[src/rtl/waiz_argmax_stage.sv]
// Argmax stage for the waiz_benchmark core. It snapshots a logit frame, scans it one element
// per cycle, and holds class index, max logit and top-1/top-2 margin under valid/ready.
module waiz_argmax_stage #(
    parameter int WIDTH       = 16,
    parameter int NFRAC       = 10,
    parameter int OUTPUT_SIZE = 5,
    localparam int IDX_W      = $clog2(OUTPUT_SIZE)
) (
    input  logic                    clk,
    input  logic                    reset,
    input  logic                    in_valid,
    input  logic signed [WIDTH-1:0] in_data [OUTPUT_SIZE],
    output logic                    busy,
    output logic                    out_valid,
    input  logic                    out_ready,
    output logic [IDX_W-1:0]        class_idx,
    output logic signed [WIDTH-1:0] max_value,
    output logic [WIDTH-1:0]        margin,
    output logic [7:0]              drop_count
);

    // state | meaning
    // IDLE  | waiting for a frame strobe
    // SCAN  | comparing snapshot[ptr] against running max/second, one per cycle
    // DONE  | result presented, waiting for out_ready
    typedef enum logic [1:0] {IDLE, SCAN, DONE} state_t;

    localparam logic signed [WIDTH-1:0] MOST_NEG = {1'b1, {(WIDTH-1){1'b0}}};
    localparam logic [IDX_W-1:0]        LAST_IDX = IDX_W'(OUTPUT_SIZE - 1);

    // Empty marker block; it only appears in the hierarchy for an illegal parameter set.
    if (NFRAC < 0 || NFRAC >= WIDTH || OUTPUT_SIZE < 2 || OUTPUT_SIZE > 256) begin : g_param_out_of_range
    end

    state_t state, state_nxt;

    logic signed [WIDTH-1:0] snap [OUTPUT_SIZE];
    logic signed [WIDTH-1:0] max_r, second_r;
    logic [IDX_W-1:0]        idx_r, ptr;

    logic signed [WIDTH-1:0] cur, max_nxt, second_nxt;
    logic [IDX_W-1:0]        idx_nxt;
    logic [WIDTH-1:0]        margin_nxt;
    logic                    last, capture, drop_hit;

    always_ff @(posedge clk or posedge reset) begin
        if (reset) state <= IDLE;
        else       state <= state_nxt;
    end

    always_comb begin
        state_nxt  = state;
        cur        = snap[ptr];
        max_nxt    = max_r;
        second_nxt = second_r;
        idx_nxt    = idx_r;
        last       = (ptr == LAST_IDX);
        capture    = 1'b0;
        drop_hit   = 1'b0;

        if (cur > max_r) begin
            second_nxt = max_r;
            max_nxt    = cur;
            idx_nxt    = ptr;
        end else if (cur > second_r) begin
            second_nxt = cur;
        end

        case (state)
            IDLE: begin
                if (in_valid) begin
                    capture   = 1'b1;
                    state_nxt = SCAN;
                end
            end
            SCAN: begin
                drop_hit = in_valid;
                if (last) state_nxt = DONE;
            end
            DONE: begin
                if (out_ready) begin
                    capture   = in_valid;
                    state_nxt = in_valid ? SCAN : IDLE;
                end else begin
                    drop_hit = in_valid;
                end
            end
            default: state_nxt = IDLE;
        endcase
    end

    // Low WIDTH bits of the WIDTH+1-bit difference equal the wrapped WIDTH-bit difference.
    assign margin_nxt = max_nxt - second_nxt;

    always_ff @(posedge clk or posedge reset) begin
        if (reset) begin
            for (int i = 0; i < OUTPUT_SIZE; i++) snap[i] <= '0;
            max_r      <= '0;
            second_r   <= '0;
            idx_r      <= '0;
            ptr        <= '0;
            class_idx  <= '0;
            max_value  <= '0;
            margin     <= '0;
            drop_count <= '0;
        end else begin
            if (capture) begin
                for (int i = 0; i < OUTPUT_SIZE; i++) snap[i] <= in_data[i];
                max_r    <= in_data[0];
                second_r <= MOST_NEG;
                idx_r    <= '0;
                ptr      <= IDX_W'(1);
            end else if (state == SCAN) begin
                max_r    <= max_nxt;
                second_r <= second_nxt;
                idx_r    <= idx_nxt;
                ptr      <= ptr + IDX_W'(1);
                if (last) begin
                    class_idx <= idx_nxt;
                    max_value <= max_nxt;
                    margin    <= margin_nxt;
                end
            end

            if (drop_hit && drop_count != 8'hFF) drop_count <= drop_count + 8'd1;
        end
    end

    assign busy      = (state != IDLE);
    assign out_valid = (state == DONE);

endmodule

[config.mk]
export PLATFORM = sky130hd
export DESIGN_NAME = waiz_argmax_stage
export DESIGN_NICKNAME = d
export VERILOG_FILES = /design/src/rtl/waiz_argmax_stage.sv
export SDC_FILE = /design/constraint.sdc
export NUM_CORES = 1
export LEC_CHECK = 0
export BUFFER_PORTS_ARGS = -buffer_cell sky130_fd_sc_hd__clkbuf_2
export CAP_MARGIN = 20
export CORE_ASPECT_RATIO = 0.8
export CORE_MARGIN = 2
export CORE_UTILIZATION = 50
export DETAILED_ROUTE_END_ITERATION = 8
export GPL_TIMING_DRIVEN = 0
export PLACE_DENSITY = 0.71
export SYNTH_ARGS = -nofsm -noshare
export SYNTH_HDL_FRONTEND = slang
export SYNTH_SLANG_ARGS = --single-unit
[constraint.sdc]
create_clock -name clk -period 7.8 [get_ports clk]
set_input_delay 0.39 -clock clk [delete_from_list [all_inputs] [get_ports clk]]
set_output_delay 0.39 -clock clk [all_outputs]
set_load 0.005 [all_outputs]
==> results.md <==
- Status: finished, final reports clean
- CP max stage cell: clkbuf_1
- CTS Sinks: roughly 160
- Max incr delay on CP: roughly 0.52 ns
- Clk root buf: clkbuf_16
- CTS buffer count: 17
- Slew @ Worst Pin: 0.795 ns
- Clock Skews: 0.0117 ns
- Avg Vias per Cell: between 5 and 6
- Remaining DRCs: 0
- Number of diodes: 0
- CP top delay family: buffers and inverters
- Seq cells post-synth: 163
- Initial antenna violation count: 0
- I/O Buffers: roughly 130
- Unique masters post-synth: 77
- Fmax: between 100 and 150 MHz
- Hold Path Class: input port to flop
- Fin. max-slew vios: 0
- R2R Setup Slk: 0.46 ns
- Worst Path Required: 8.09 ns
- Hold Path Sink: snap[47]
- Final HPWL DP: around 21000 um
- RSZ-0062 raised after global routing: no
- Placed Cells: between 1000 and 1500
- Critical R2R Launch: ptr[1]
- Final WL: around 28000 um
- Yosys warnings: 0
- Mapped Cells: around 1100
- Period utilisation layout: 94.1%
- First-pass GRT wire length: roughly 43000 um
- HP Start: in_data[47]
- Post-synth EDFFs: 0
- WP data arrival: around 7.6 ns
- Nets@finish: ~1400
- Starting density of the core: ~51%
- Crit end category: flop
- Hold violation count in the final report: 0
- Critical path's most frequent cell: buf_2
- Synth Flop Type: dfrtp_1
- R2R Path End: margin[14]
- CP Class: flop to flop
- First DRT Iteration DRCs: approximately 700
- H-tree levels: 4
- Average cell area after synthesis: about 8.8 sq um
- Min Clock Period, post-route: 7.34 ns
- Tot GR Track Use: about 28%
- DRT Pass-1 Iters: 5
- Post-route insts no fill: between 1500 and 2000
- Core area: about 19000 sq um
- Clk buf depth: 2
- Final Wtd Congestion: between 0.9 and 1
- Clock Pin Slew Worst Setup and Hold Paths: 0.07 ns
- CTS tree: yes
- Skew-Pair Late Insertion Delay: 0.44 ns
- Routed vias: ~8600
- Share of cells above drive strength 1: between 15 and 20%
- Vias in the first global route: roughly 7900
- Routed len/inst: between 15 and 20 um
- Top Ports: roughly 130
- Ys async rst share: 100%
- Setup violations, final: 0
- Die ar.: 20400 sq um
- Crit-path max FO: 10
- Sequential fraction of the synthesis area: a little over two fifths
- Setup TNS Final: 0 ns
- Chip width: between 150 and 200 um
- Fillcell total: 1725
- Worst reg2reg path depth: 28
- Die Height: roughly 130 um
- Max-Cap Viols: 0
- Total grt overflow: 0
- Row count: 45
- Synth top area share: between 40% and 50%
- ANT nets after route: 0
- Commonest non-fill, non-tap cells in the layout: 323 x nand2_1, 163 x dfrtp_1, 136 x clkbuf_2
- Syn Nets: between 1000 and 1500
- Pin count of the biggest net entering global routing: ~110
- Area contributors post-synth: dfrtp_1 42%, nand2_1 13%, ha_1 5.8%
- Post-synth top area cell: dfrtp_1
- P&R area growth vs syn: 16.8%
- Post-Synthesis Cell Area: a little under 10000 sq um
- Most common cell after layout, fill and taps aside: nand2_1
- Hold path depth: 3
- Startpoint type of the worst setup path: flop
- Buf/Inv on CP: 7
- Slew HR: a little under half
==> synth_stat cells, drive strengths merged, types with 9 or more instances <==
cell / instances
a211oi: 10
a21oi: 49
a22o: 9
buf: 13
clkbuf: 47
dfrtp: 163
ha: 45
inv: 48
mux2: 17
mux2i: 50
nand2: 324
nand3: 16
nand4: 9
nor2: 57
o21ai: 78
o22ai: 10
xnor2: 21
xor2: 9
==> kinds of logic after synthesis <==
family,share of synthesized area [%]
AND/OR/NAND/NOR,18.7
flip-flops,42.4
XOR/XNOR,3.16
buffers and inverters,4.52
adder cells (fa/ha/maj),6.37
multiplexers,9.19
AO/OA/AOI/OAI,15.7
==> layer usage <==
metal,global-route usage (%),wire [um],vias up
met3,6.05,2250,28
met5,0,0,-
met4,6.20,280,0
met2,41.4,12200,325
li1,-,-,4060
met1,40.8,13100,4142
==> timing repair <==
action / in CTS / in global routing
hold buffers: 1 / 0
setup endpoints to repair: 0 / 9
gates resized for setup: 0 / 15
endpoints found under the hold margin: 53 / 0
setup buffers: 0 / 0
==> flip-flops by register name (all words and copies together) (netlist names), 8 cells and up <==
signal      flops
margin         16
max_value      16
max_r          16
second_r       16
drop_count      8
snap           80
==> worst max-delay path by stage <==
stage | from | to | cells past startpoint
3_3_place_gp | ptr[0] | margin[14] | 28
4_1_cts | ptr[0] | margin[14] | 28
2_1_floorplan | ptr[0] | margin[12] | 28
5_1_grt | ptr[0] | margin[14] | 28
6_report | ptr[1] | margin[14] | 28
3_5_place_dp | ptr[0] | margin[14] | 28
==> stage by stage <==
step / util, % / cell area, sq um / setup slack [ns] / hold WS, ns
after floorplan: - / 9630 / 1.83 / 0.440
after global placement: 56.0 / 10600 / 0.209 / 0.453
after detailed placement: 56.2 / 10600 / 0.0802 / 0.432
after CTS: 59.4 / 11200 / 0.00885 / 0.125
after global routing: 59.5 / 11200 / 0.0339 / 0.142
final: 59.5 / 11200 / 0.464 / 0.135
==> worst min-delay path, stage by stage <==
cell and delay (ns):
clkbuf_2 0.07, nand2_1 0.04, nand2_1 0.04
==> area by class of cell <==
class,instances,area (sq um),share of cell area (%)
multi-input cells,821,5110,45.5
inverters,49,191,1.70
well taps,258,323,2.87
repair buffers,130,678,6.03
clock buffers,17,425,3.78
clock inverters,15,175,1.56
flip-flops and latches,163,4080,36.3
plain buffers,60,262,2.32
Power is left out: the tool's default activity adds up to more than one toggle a clock period on the data nets, which glitch-free logic cannot reach.
